==> config.mk <==
export PLATFORM = sky130hd
export DESIGN_NAME = rename_arbiter_flat
export DESIGN_NICKNAME = d
export VERILOG_FILES = /design/src/rtl/rename_arbiter_pkg.sv /design/src/rtl/rename_arbiter_if.sv /design/src/rtl/rename_arbiter_rr_picker.sv /design/src/rtl/rename_arbiter.sv /design/src/flat_wrapper.sv
export SDC_FILE = /design/constraint.sdc
export NUM_CORES = 1
export LEC_CHECK = 0
export CAP_MARGIN = 5
export CORE_MARGIN = 8
export CORE_UTILIZATION = 40
export CTS_BUF_LIST = sky130_fd_sc_hd__clkbuf_4
export CTS_CLUSTER_DIAMETER = 60
export CTS_CLUSTER_SIZE = 8
export DETAILED_ROUTE_END_ITERATION = 8
export PLACE_DENSITY = 0.82
export SETUP_SLACK_MARGIN = 0.02
export SLEW_MARGIN = 15
export SYNTH_ARGS = -nofsm -noshare
export SYNTH_HDL_FRONTEND = slang
export SYNTH_SLANG_ARGS = --single-unit
export TNS_END_PERCENT = 1
==> constraint.sdc <==
create_clock -name clk -period 3.03 [get_ports clk]
set_clock_uncertainty 0.05 [all_clocks]
set_input_delay 0.606 -clock clk [delete_from_list [all_inputs] [get_ports clk]]
set_output_delay 0.606 -clock clk [all_outputs]
set_load 0.03 [all_outputs]
==> src/rtl/rename_arbiter_pkg.sv <==
// Shared constants and types for the rename port arbiter.
package rename_arbiter_pkg;

    localparam int ROB_W  = 4;
    localparam int REG_W  = 5;
    localparam int KIND_W = 3;

    // Bit positions inside each requester's req_kind field
    localparam int KIND_SIMPLE = 2;
    localparam int KIND_BR_ST  = 1;
    localparam int KIND_RS2    = 0;

    typedef enum logic {
        IDLE = 1'b0,
        WAIT = 1'b1
    } state_t;

endpackage

==> src/rtl/rename_arbiter_if.sv <==
// Dispatch-side bundle: per-requester rename requests and the shared ack/result bus.
interface rename_arbiter_if #(
    parameter int NUM_REQ = 3,
    parameter int ROB_W   = 4,
    parameter int REG_W   = 5
);
    import rename_arbiter_pkg::*;

    logic [NUM_REQ-1:0]        req_valid;
    logic [NUM_REQ*ROB_W-1:0]  req_rob_id;
    logic [NUM_REQ*REG_W-1:0]  req_rd;
    logic [NUM_REQ*REG_W-1:0]  req_rs1;
    logic [NUM_REQ*REG_W-1:0]  req_rs2;
    logic [NUM_REQ*KIND_W-1:0] req_kind;

    logic [NUM_REQ-1:0]        req_ack;
    logic                      ack_op1_busy;
    logic                      ack_op2_busy;
    logic [ROB_W-1:0]          ack_op1_rename;
    logic [ROB_W-1:0]          ack_op2_rename;
    logic [31:0]               ack_op1_data;
    logic [31:0]               ack_op2_data;

    // Requesters (dispatch stage)
    modport master (
        output req_valid, req_rob_id, req_rd, req_rs1, req_rs2, req_kind,
        input  req_ack, ack_op1_busy, ack_op2_busy, ack_op1_rename, ack_op2_rename,
               ack_op1_data, ack_op2_data
    );

    // Arbiter
    modport slave (
        input  req_valid, req_rob_id, req_rd, req_rs1, req_rs2, req_kind,
        output req_ack, ack_op1_busy, ack_op2_busy, ack_op1_rename, ack_op2_rename,
               ack_op1_data, ack_op2_data
    );

endinterface

==> src/rtl/rename_arbiter_rr_picker.sv <==
// Combinational round-robin pick: first eligible requester at or after ptr, wrapping.
module rename_arbiter_rr_picker #(
    parameter int NUM_REQ = 3,
    parameter int IDX_W   = 2
) (
    input  logic [NUM_REQ-1:0] valid,
    input  logic [NUM_REQ-1:0] exclude,
    input  logic [IDX_W-1:0]   ptr,
    output logic [IDX_W-1:0]   grant_idx,
    output logic               any
);

    logic [IDX_W:0]   sum;
    logic [IDX_W-1:0] idx;

    // Scan NUM_REQ positions starting at ptr; keep the first eligible one
    always_comb begin
        grant_idx = '0;
        any       = 1'b0;
        sum       = '0;
        idx       = '0;
        for (int unsigned i = 0; i < NUM_REQ; i++) begin
            sum = {1'b0, ptr} + (IDX_W+1)'(i);
            if (sum >= (IDX_W+1)'(NUM_REQ)) begin
                sum = sum - (IDX_W+1)'(NUM_REQ);
            end
            idx = sum[IDX_W-1:0];
            if (!any && valid[idx] && !exclude[idx]) begin
                any       = 1'b1;
                grant_idx = idx;
            end
        end
    end

endmodule

==> src/rtl/rename_arbiter.sv <==
// Shares the register file's rename/operand-lookup port among dispatch requesters.
module rename_arbiter #(
    parameter int NUM_REQ = 3,
    parameter int ROB_W   = rename_arbiter_pkg::ROB_W,
    parameter int REG_W   = rename_arbiter_pkg::REG_W
) (
    input  logic               clk,
    input  logic               rst,
    input  logic               rdy,
    input  logic               flush,
    rename_arbiter_if.slave    disp,
    output logic               rename_need,
    output logic               rename_need_ins_is_simple,
    output logic               rename_need_ins_is_branch_or_store,
    output logic [ROB_W-1:0]   rename_need_id,
    output logic [ROB_W-1:0]   new_ins_rd_rename,
    output logic [REG_W-1:0]   new_ins_rd,
    output logic [REG_W-1:0]   operand_1_reg,
    output logic [REG_W-1:0]   operand_2_reg,
    output logic               operand_1_flag,
    output logic               operand_2_flag,
    input  logic               rename_finish,
    input  logic               simple_ins_commit,
    input  logic [ROB_W-1:0]   rename_finish_id,
    input  logic [ROB_W-1:0]   simple_ins_rename,
    input  logic               operand_1_busy,
    input  logic               operand_2_busy,
    input  logic [ROB_W-1:0]   operand_1_rename,
    input  logic [ROB_W-1:0]   operand_2_rename,
    input  logic [31:0]        operand_1_data_from_reg,
    input  logic [31:0]        operand_2_data_from_reg
);
    import rename_arbiter_pkg::*;

    localparam int IDX_W = (NUM_REQ > 1) ? $clog2(NUM_REQ) : 1;

    state_t             state, state_nxt;
    logic [IDX_W-1:0]   rr_ptr;
    logic [IDX_W-1:0]   grant_idx;
    logic [IDX_W-1:0]   pick_idx;
    logic               pick_any;
    logic               do_grant, do_ack, done;
    logic [NUM_REQ-1:0] ack_vec;
    logic [ROB_W-1:0]   pick_id;
    logic [REG_W-1:0]   pick_rd, pick_rs1, pick_rs2;
    logic [KIND_W-1:0]  pick_kind;

    // The requester acked this cycle may still show req_valid; mask it out
    rename_arbiter_rr_picker #(
        .NUM_REQ (NUM_REQ),
        .IDX_W   (IDX_W)
    ) u_picker (
        .valid     (disp.req_valid),
        .exclude   (disp.req_ack),
        .ptr       (rr_ptr),
        .grant_idx (pick_idx),
        .any       (pick_any)
    );

    // Select the picked requester's payload and build the one-hot ack vector
    always_comb begin
        pick_id   = '0;
        pick_rd   = '0;
        pick_rs1  = '0;
        pick_rs2  = '0;
        pick_kind = '0;
        ack_vec   = '0;
        for (int unsigned i = 0; i < NUM_REQ; i++) begin
            if (pick_idx == IDX_W'(i)) begin
                pick_id   = disp.req_rob_id[i*ROB_W +: ROB_W];
                pick_rd   = disp.req_rd[i*REG_W +: REG_W];
                pick_rs1  = disp.req_rs1[i*REG_W +: REG_W];
                pick_rs2  = disp.req_rs2[i*REG_W +: REG_W];
                pick_kind = disp.req_kind[i*KIND_W +: KIND_W];
            end
            ack_vec[i] = (grant_idx == IDX_W'(i));
        end
    end

    // Simple instructions complete via the commit path, all others via rename_finish
    assign done = rename_need_ins_is_simple
                ? (simple_ins_commit && (simple_ins_rename == rename_need_id))
                : (rename_finish && (rename_finish_id == rename_need_id));

    // State register
    always_ff @(posedge clk or negedge rst) begin
        if (!rst) begin
            state <= IDLE;
        end else if (rdy) begin
            state <= state_nxt;
        end
    end

    // Next-state and grant/ack decisions; flush overrides both
    always_comb begin
        state_nxt = state;
        do_grant  = 1'b0;
        do_ack    = 1'b0;
        case (state)
            IDLE: begin
                if (pick_any && !flush) begin
                    state_nxt = WAIT;
                    do_grant  = 1'b1;
                end
            end
            WAIT: begin
                if (flush) begin
                    state_nxt = IDLE;
                end else if (done) begin
                    state_nxt = IDLE;
                    do_ack    = 1'b1;
                end
            end
            default: state_nxt = IDLE;
        endcase
    end

    // Register-file request fields, ack pulse, forwarded results and rr pointer
    always_ff @(posedge clk or negedge rst) begin
        if (!rst) begin
            rename_need                        <= 1'b0;
            rename_need_ins_is_simple          <= 1'b0;
            rename_need_ins_is_branch_or_store <= 1'b0;
            rename_need_id                     <= '0;
            new_ins_rd_rename                  <= '0;
            new_ins_rd                         <= '0;
            operand_1_reg                      <= '0;
            operand_2_reg                      <= '0;
            operand_1_flag                     <= 1'b0;
            operand_2_flag                     <= 1'b0;
            grant_idx                          <= '0;
            rr_ptr                             <= '0;
            disp.req_ack                       <= '0;
            disp.ack_op1_busy                  <= 1'b0;
            disp.ack_op2_busy                  <= 1'b0;
            disp.ack_op1_rename                <= '0;
            disp.ack_op2_rename                <= '0;
            disp.ack_op1_data                  <= '0;
            disp.ack_op2_data                  <= '0;
        end else if (rdy) begin
            rename_need  <= do_grant;
            disp.req_ack <= do_ack ? ack_vec : '0;
            if (do_grant) begin
                grant_idx                          <= pick_idx;
                rename_need_ins_is_simple          <= pick_kind[KIND_SIMPLE];
                rename_need_ins_is_branch_or_store <= pick_kind[KIND_BR_ST];
                rename_need_id                     <= pick_id;
                new_ins_rd_rename                  <= pick_id;
                new_ins_rd                         <= pick_rd;
                operand_1_reg                      <= pick_rs1;
                operand_2_reg                      <= pick_rs2;
                operand_1_flag                     <= !pick_kind[KIND_SIMPLE];
                operand_2_flag                     <= pick_kind[KIND_RS2] && !pick_kind[KIND_SIMPLE];
            end
            if (do_ack) begin
                disp.ack_op1_busy   <= operand_1_busy;
                disp.ack_op2_busy   <= operand_2_busy;
                disp.ack_op1_rename <= operand_1_rename;
                disp.ack_op2_rename <= operand_2_rename;
                disp.ack_op1_data   <= operand_1_data_from_reg;
                disp.ack_op2_data   <= operand_2_data_from_reg;
                rr_ptr <= (grant_idx == IDX_W'(NUM_REQ-1)) ? '0 : grant_idx + 1'b1;
            end
        end
    end

endmodule

==> src/flat_wrapper.sv <==
// flat-port wrapper written by rule: the top's interface ports become plain ports
module rename_arbiter_flat import rename_arbiter_pkg::*;
#(
    parameter int NUM_REQ = 3,
    parameter int ROB_W   = rename_arbiter_pkg::ROB_W,
    parameter int REG_W   = rename_arbiter_pkg::REG_W
)
  (clk, rst, rdy, flush, rename_need, rename_need_ins_is_simple, rename_need_ins_is_branch_or_store, rename_need_id, new_ins_rd_rename, new_ins_rd, operand_1_reg, operand_2_reg, operand_1_flag, operand_2_flag, rename_finish, simple_ins_commit, rename_finish_id, simple_ins_rename, operand_1_busy, operand_2_busy, operand_1_rename, operand_2_rename, operand_1_data_from_reg, operand_2_data_from_reg, disp_req_valid, disp_req_rob_id, disp_req_rd, disp_req_rs1, disp_req_rs2, disp_req_kind, disp_req_ack, disp_ack_op1_busy, disp_ack_op2_busy, disp_ack_op1_rename, disp_ack_op2_rename, disp_ack_op1_data, disp_ack_op2_data);
  rename_arbiter_if #(.NUM_REQ(NUM_REQ), .ROB_W(ROB_W), .REG_W(REG_W)) disp_i ();
  input  logic clk;
  input  logic rst;
  input  logic rdy;
  input  logic flush;
  output logic rename_need;
  output logic rename_need_ins_is_simple;
  output logic rename_need_ins_is_branch_or_store;
  output logic [ROB_W-1:0] rename_need_id;
  output logic [ROB_W-1:0] new_ins_rd_rename;
  output logic [REG_W-1:0] new_ins_rd;
  output logic [REG_W-1:0] operand_1_reg;
  output logic [REG_W-1:0] operand_2_reg;
  output logic operand_1_flag;
  output logic operand_2_flag;
  input  logic rename_finish;
  input  logic simple_ins_commit;
  input  logic [ROB_W-1:0] rename_finish_id;
  input  logic [ROB_W-1:0] simple_ins_rename;
  input  logic operand_1_busy;
  input  logic operand_2_busy;
  input  logic [ROB_W-1:0] operand_1_rename;
  input  logic [ROB_W-1:0] operand_2_rename;
  input  logic [31:0] operand_1_data_from_reg;
  input  logic [31:0] operand_2_data_from_reg;
  input wire logic [$bits(disp_i.req_valid)-1:0] disp_req_valid;
  input wire logic [$bits(disp_i.req_rob_id)-1:0] disp_req_rob_id;
  input wire logic [$bits(disp_i.req_rd)-1:0] disp_req_rd;
  input wire logic [$bits(disp_i.req_rs1)-1:0] disp_req_rs1;
  input wire logic [$bits(disp_i.req_rs2)-1:0] disp_req_rs2;
  input wire logic [$bits(disp_i.req_kind)-1:0] disp_req_kind;
  output wire logic [$bits(disp_i.req_ack)-1:0] disp_req_ack;
  output wire logic [$bits(disp_i.ack_op1_busy)-1:0] disp_ack_op1_busy;
  output wire logic [$bits(disp_i.ack_op2_busy)-1:0] disp_ack_op2_busy;
  output wire logic [$bits(disp_i.ack_op1_rename)-1:0] disp_ack_op1_rename;
  output wire logic [$bits(disp_i.ack_op2_rename)-1:0] disp_ack_op2_rename;
  output wire logic [$bits(disp_i.ack_op1_data)-1:0] disp_ack_op1_data;
  output wire logic [$bits(disp_i.ack_op2_data)-1:0] disp_ack_op2_data;
  assign disp_i.req_valid = disp_req_valid;
  assign disp_i.req_rob_id = disp_req_rob_id;
  assign disp_i.req_rd = disp_req_rd;
  assign disp_i.req_rs1 = disp_req_rs1;
  assign disp_i.req_rs2 = disp_req_rs2;
  assign disp_i.req_kind = disp_req_kind;
  assign disp_req_ack = disp_i.req_ack;
  assign disp_ack_op1_busy = disp_i.ack_op1_busy;
  assign disp_ack_op2_busy = disp_i.ack_op2_busy;
  assign disp_ack_op1_rename = disp_i.ack_op1_rename;
  assign disp_ack_op2_rename = disp_i.ack_op2_rename;
  assign disp_ack_op1_data = disp_i.ack_op1_data;
  assign disp_ack_op2_data = disp_i.ack_op2_data;
  rename_arbiter #(.NUM_REQ(NUM_REQ), .ROB_W(ROB_W), .REG_W(REG_W)) u_core (.clk(clk), .rst(rst), .rdy(rdy), .flush(flush), .disp(disp_i), .rename_need(rename_need), .rename_need_ins_is_simple(rename_need_ins_is_simple), .rename_need_ins_is_branch_or_store(rename_need_ins_is_branch_or_store), .rename_need_id(rename_need_id), .new_ins_rd_rename(new_ins_rd_rename), .new_ins_rd(new_ins_rd), .operand_1_reg(operand_1_reg), .operand_2_reg(operand_2_reg), .operand_1_flag(operand_1_flag), .operand_2_flag(operand_2_flag), .rename_finish(rename_finish), .simple_ins_commit(simple_ins_commit), .rename_finish_id(rename_finish_id), .simple_ins_rename(simple_ins_rename), .operand_1_busy(operand_1_busy), .operand_2_busy(operand_2_busy), .operand_1_rename(operand_1_rename), .operand_2_rename(operand_2_rename), .operand_1_data_from_reg(operand_1_data_from_reg), .operand_2_data_from_reg(operand_2_data_from_reg));
endmodule
==> flow_summary_export.csv, run 1 <==
group,metric,value,unit
power_and_ir_drop,irDropWorstVdd,0.000490,V
synthesis,yosys-top-cells-count,"dfrtp_1 (106), mux2_2 (57), nand2_1 (27), a211oi_1 (21), nor2_1 (21)",
floorplan,rows,40,
power_and_ir_drop,p_leak,0.00341,µW
cells_and_area,area_delta_synth_final,60.0,%
sta,finalMaxSlewViolations,0,
power_and_ir_drop,powerDensity,1020,nW/µm²
global_routing,antenna_found_initial,1,
global_routing,grt-ovfl-total,0,
clocking,cts_tree,"done",
synthesis,synth_cell_type_count,45,
cells_and_area,drive_gt1_share,16.5,%
outcome,outcome,"finished, final reports clean",
detailed_routing,avgRoutedWirePerCell,20.3,µm
synthesis,ys_seq_area_share,53.9,%
detailed_routing,vias,4196,
run,drv_cap,0,
floorplan,dieHeight,127,µm
detailed_routing,drc,0,
global_routing,grt_usage,20.1,%
setup_path,critPathLaunchType,"flop",
synthesis,async_flop_share,100,%
place,dpl.cell_count,785,
synthesis,synth_most_common_cell,"dfrtp_1",
sta,max_freq,0.394,GHz
synthesis,synth_ff_type,"dfrtp_1",
cells_and_area,top_regs,"u_core.disp.ack_op1_data: 32 flops, u_core.disp.ack_op2_data: 32 flops",
global_routing,grt_start_max_net_pins,72,
synthesis,synth-edff-count,0,
sta,tns,0,ns
global_routing,grt_pass1_wl,25.0,mm
cells_and_area,instances_no_fill,804,
cells_and_area,regArea,2650,µm²
sta,setup_viol_count_final,0,
setup_path,critPathCaptureType,"flop",
place,dp_hpwl,13.4,mm
cells_and_area,num-fill-cells,923,
clocking,cts-root-buf,"clkbuf_4",
synthesis,avgSynthCellArea,12.5,µm²
floorplan,die_width,127,µm
synthesis,syn_area,4920,µm²
detailed_routing,first_iter_violations,310,
floorplan,io-pin-count,262,
cells_and_area,multi_input_area,2040,µm²
clocking,cts_buffers,9,
floorplan,die_area,16100,µm²
clocking,clk_pin_slew,0.16,ns
worst_hold_path,hold_path_class,"flop to flop",
place,place_congestion,0.855,
clocking,cts_buffer_depth,2,
cells_and_area,nets,810,
synthesis,syn_nets,555,
setup_path,path_max_fanout,13,
synthesis,yosysWarnings,0,
setup_path,worstPathRequired,3.37,ns
sta,holdWs,0.451,ns
sta,tightest_slew,0.637,ns
setup_path,path_class,"flop to flop",
clocking,h-tree-depth,3,
sta,slew_headroom,57.2,%
sta,hold_viol,0,
clocking,cts.sinks,106,
synthesis,yosys.area.top_type,"dfrtp_1",
sta,rsz0062_at_grt,"no",
synthesis,synth_cells,395,
sta,finalCriticalPeriod,2.54,ns
global_routing,grt_pass1_vias,4447,
sta,fin_crit_sh,83.8,%
place,portBuffers,261,
clocking,clk_latency,0.48,ns
floorplan,start_util,41.0,%
synthesis,yosys-top-cells-area,"dfrtp_1 (54%), mux2_2 (13%), mux2_4 (5.2%), a211oi_1 (3.2%), o31ai_1 (3.1%)",
setup_path,worstPathArrival,2.88,ns
synthesis,synth_top_cell_area_share,53.9,%
detailed_routing,antenna_left,0,
detailed_routing,totalWireLength,16.4,mm
detailed_routing,drt-pass1-iter-count,4,
synthesis,yosys_register_bits,106,
detailed_routing,vias_per_cell,5.22,
floorplan,coreArea,12000,µm²
[cell usage in the layout (no fill, tap or decap), types with 2 or more instances in the layout]
cell,count
o21ai_0,5
nand3_1,2
and2_1,2
nand2_1,27
o31ai_1,20
a21boi_0,18
mux2_2,57
o211ai_1,3
o31a_1,2
clkdlybuf4s50_1,260
ha_1,3
inv_1,11
inv_6,4
a22o_1,3
xor2_1,3
a211oi_1,21
nor4_1,2
buf_12,5
mux2_4,17
a311oi_1,2
o22ai_1,5
xnor2_1,2
nor2_1,21
dfrtp_1,106
bufinv_16,2
nor2b_1,4
diode_2,2
a21oi_1,5
nand2b_1,5
clkbuf_4,10
a32o_1,3
buf_4,8
[stage by stage]
step	setup WS, ns	area [µm²]	util (%)	total power [µW]
3_5_place_dp	0.0858	7680	63.9	7180
5_1_grt	0.225	7870	65.5	8440
6_report	0.492	7870	65.5	8000
2_1_floorplan	0.886	4920	-	5170
4_1_cts	0.252	7860	65.4	8040
3_3_place_gp	0.208	7680	63.9	7050
[power breakdown]
group          internal [µW]  leakage, µW  switching, µW  total [µW]
Sequential              2020      0.00141            383        2400
Combinational           2110      0.00191           2640        4740
Clock                    356    0.0000924            498         854
[cells by family after synthesis]
group | Yosys count | synth area share, %
DFF | 106 | 53.9
AOI/OAI and AO/OA | 98 | 15.1
muxes | 74 | 18.2
and+or+nand+nor | 67 | 6.21
buffers and inverters | 42 | 4.91
xor gates and xnor gates | 5 | 0.890
adders and majority gates | 3 | 0.763
[path summary, 6_finish.rpt]
kind / start / end / slack, ns / cells after the start
worst max-delay path: u_core.rr_ptr[0]$_DFFE_PN0P_ / u_core.new_ins_rd[4]$_DFFE_PN0P_ / 0.49 / 8
worst min-delay path: u_core.new_ins_rd[1]$_DFFE_PN0P_ / u_core.new_ins_rd[1]$_DFFE_PN0P_ / 0.45 / 2
worst max register to register: u_core.rr_ptr[0]$_DFFE_PN0P_ / u_core.new_ins_rd[4]$_DFFE_PN0P_ / 0.49 / 8
worst min register to register: u_core.new_ins_rd[1]$_DFFE_PN0P_ / u_core.new_ins_rd[1]$_DFFE_PN0P_ / 0.45 / 2
max in group asynchronous: rst / u_core.new_ins_rd_rename[1]$_DFFE_PN0P_ / 1.65 / 3
min in group asynchronous: rst / u_core.operand_2_reg[2]$_DFFE_PN0P_ / 0.54 / 2
[critical path, stage by stage, from the launching register on]
cell       delay (ns)
dfrtp_1          0.43
inv_1            0.09
ha_1             0.34
nand4bb_1        0.21
o31ai_1          0.16
o31ai_4          0.53
buf_4            0.29
a211oi_1         0.06
o31ai_1          0.28
[routing by layer]
metal	GRT usage (%)	part of all wire [%]	vias up
li1	-	-	1939
met1	22.9	41	2005
met2	33.1	47	229
met3	7.42	9.3	23
met4	8.61	2.6	0
met5	0	0	-
[what timing repair did]
action / CTS / global route
resized for setup: 0 / 1
endpoints found under the setup margin: 0 / 4
hold buffers: 1 / 0
setup buffers: 0 / 0
hold endpoints to repair: 35 / 0
[layout make-up]
cell class,instances,share of cell area (%)
Timing Repair Buffer,274,35.2
Antenna cell,2,0.0636
Clock inverter,6,1.21
Clock buffer,10,0.954
Inverter,12,0.572
Multi-Input combinational cell,247,25.9
Sequential cell,106,33.7
Tap cell,147,2.34
Power figures use the tool's default switching activity.
==> run 2, diff against run 1 <==
==> constraint.sdc (replaced) <==
create_clock -name clk -period 2.55 [get_ports clk]
set_clock_uncertainty 0.05 [all_clocks]
set_input_delay 0.51 -clock clk [delete_from_list [all_inputs] [get_ports clk]]
set_output_delay 0.51 -clock clk [all_outputs]
set_load 0.03 [all_outputs]
==> run 2 against run 1 <==
  * Die area stayed put
  * Worst hold slack worse by 0.057 ns
  * Critical path depth is 3 higher
  * Sequential share of layout area is 0.88 points lower
  * Routed wire length is 3.5% higher
  * Final cell count is 2.6% higher
  * Non-clock buffer count is 23 higher
  * Register-to-register slack worse by 0.48 ns
  * Highest routed layer unchanged
==> flow_summary_export.csv, run 2 (synthesized netlist as in run 1, its figures left out) <==
group,metric,value,unit
place,dp_hpwl,13.7,mm
floorplan,coreArea,12000,µm²
setup_path,path_max_fanout,21,
global_routing,antenna_found_initial,1,
sta,holdWs,0.394,ns
clocking,cts-root-buf,"clkbuf_4",
clocking,cts_tree,"done",
detailed_routing,drc,0,
global_routing,grt_pass1_vias,4608,
global_routing,grt_pass1_wl,25.3,mm
sta,fin_crit_sh,99.4,%
clocking,h-tree-depth,3,
setup_path,critPathCaptureType,"flop",
sta,finalMaxSlewViolations,0,
cells_and_area,nets,833,
setup_path,path_class,"flop to flop",
cells_and_area,final_cell_mix,"clkdlybuf4s50_1 (260), dfrtp_1 (106), mux2_2 (57), nand2_1 (27), buf_4 (25)",
place,place_congestion,0.880,
power_and_ir_drop,p_total,9810,µW
sta,slew_headroom,68.3,%
detailed_routing,first_iter_violations,339,
setup_path,path_delay_family,"buffers and inverters",
cells_and_area,instances_no_fill,825,
power_and_ir_drop,p_leak,0.00353,µW
sta,setup_viol_count_final,0,
power_and_ir_drop,p_switching,4340,µW
place,dpl.cell_count,803,
setup_path,worst_path_max_delay_cell,"dfrtp_1",
detailed_routing,vias_per_cell,5.22,
cells_and_area,area_delta_synth_final,64.3,%
sta,max_freq,0.394,GHz
global_routing,grt_usage,20.1,%
setup_path,path_cells,"buf_4 > ha_1 > buf_4 > a211oi_2 > buf_4 > o31ai_2 > buf_4 > and2_1 > buf_12 > a211oi_1 > o31ai_1",
place,portBuffers,261,
global_routing,grt_start_max_net_pins,63,
clocking,cts.sinks,106,
power_and_ir_drop,seqPwrFrac,29.1,%
floorplan,start_util,41.0,%
power_and_ir_drop,powerDensity,1210,nW/µm²
cells_and_area,multi_input_area,2050,µm²
sta,hold_viol,0,
outcome,outcome,"finished, final reports clean",
detailed_routing,antenna_left,0,
global_routing,grt-ovfl-total,0,
detailed_routing,totalWireLength,16.9,mm
cells_and_area,drive_gt1_share,19.5,%
detailed_routing,avgRoutedWirePerCell,20.5,µm
sta,rsz0062_at_grt,"yes",
run,drv_cap,0,
cells_and_area,regArea,2650,µm²
setup_path,worstPathRequired,2.85,ns
clocking,cts_buffer_depth,2,
worst_hold_path,hold_path_class,"input port to async pin",
clocking,clk_pin_slew,0.18,ns
setup_path,path_common_cell,"buf_4",
cells_and_area,top_regs,"u_core.disp.ack_op1_data: 32 flops, u_core.disp.ack_op2_data: 32 flops",
power_and_ir_drop,p_comb_share,62.4,%
cells_and_area,layout_commonest_cell,"clkdlybuf4s50_1",
floorplan,rows,40,
detailed_routing,drt-pass1-iter-count,4,
detailed_routing,vias,4306,
clocking,clk_latency,0.46,ns
setup_path,worstPathArrival,2.83,ns
sta,tightest_slew,0.472,ns
setup_path,slowest_delay,0.43,ns
floorplan,io-pin-count,262,
floorplan,die_area,16100,µm²
setup_path,critPathLaunchType,"flop",
floorplan,dieHeight,127,µm
clocking,cts_buffers,9,
floorplan,die_width,127,µm
power_and_ir_drop,irDropWorstVdd,0.000668,V
sta,finalCriticalPeriod,2.53,ns
setup_path,crit_buf_inv,5,
cells_and_area,num-fill-cells,853,
power_and_ir_drop,swShare,44.2,%
power_and_ir_drop,clkPwrFrac,8.5,%
power_and_ir_drop,p_int,5470,µW
run 2: cell count changes in the layout (fill, tap and decap cells not counted), sizes merged:
cell	before	now
clkinv	0	2
bufinv	2	0
diode	2	1
clkbuf	10	9
buf	13	36
run 2: power groups by stage:
| stage | clock, µW | combinational (µW) | sequential (µW) |
|---|---|---|---|
| final | 832 | 6120 | 2860 |
| after global routing | 922 | 6440 | 2960 |
| after CTS | 859 | 6020 | 2870 |
| after detailed placement | 0 | 5980 | 2910 |
| after global placement | 0 | 5850 | 2850 |
| after floorplan | 0 | 1930 | 4210 |
run 2: layout make-up:
cell class,count,share of cell area (%)
Antenna cell,1,0.0310
Clock buffer,9,0.836
Clock inverter,6,0.712
Inverter,12,0.557
Multi-Input combinational cell,247,25.4
Sequential cell,106,32.8
Tap cell,147,2.28
Timing Repair Buffer,297,37.4
run 2: routing by layer:
layer	track usage (%)	share of wire, %
met1	22.7	40
met2	34.7	49
met3	7.21	9.3
met4	6.51	1.8
met5	0	0
run 2: repair_timing:
action	in CTS	in global routing
buffers inserted	0	5
gates cloned	0	0
setup endpoints to repair	17	23
endpoints found under the hold margin	19	0
gates resized for setup	2	3
pin swaps	0	1
hold buffers	1	0
run 2: metrics by stage:
stage / utilization, % / TNS [ns] / cell area [µm²] / setup WS (ns)
2_1_floorplan: - / 0 / 4920 / 0.406
3_3_place_gp: 65.6 / -11.07 / 7880 / -0.217
3_5_place_dp: 65.6 / -10.89 / 7880 / -0.333
4_1_cts: 66.8 / 0 / 8020 / 0.0167
5_1_grt: 67.3 / -0.0816 / 8080 / -0.0348
6_report: 67.3 / 0 / 8080 / 0.0151
run 2: final timing paths:
path / from / end / slack (ns) / depth (start not counted)
worst max-delay path: u_core.rr_ptr[1]$_DFFE_PN0P_ / u_core.operand_1_reg[2]$_DFFE_PN0P_ / 0.02 / 11
worst min-delay path: rst / u_core.operand_2_reg[1]$_DFFE_PN0P_ / 0.39 / 2
worst max register to register: u_core.rr_ptr[1]$_DFFE_PN0P_ / u_core.operand_1_reg[2]$_DFFE_PN0P_ / 0.02 / 11
worst min register to register: u_core.new_ins_rd[0]$_DFFE_PN0P_ / u_core.new_ins_rd[0]$_DFFE_PN0P_ / 0.45 / 2
max in group asynchronous: rst / u_core.disp.ack_op2_data[5]$_DFFE_PN0P_ / 1.42 / 3
min in group clk: u_core.new_ins_rd[0]$_DFFE_PN0P_ / u_core.new_ins_rd[0]$_DFFE_PN0P_ / 0.45 / 2
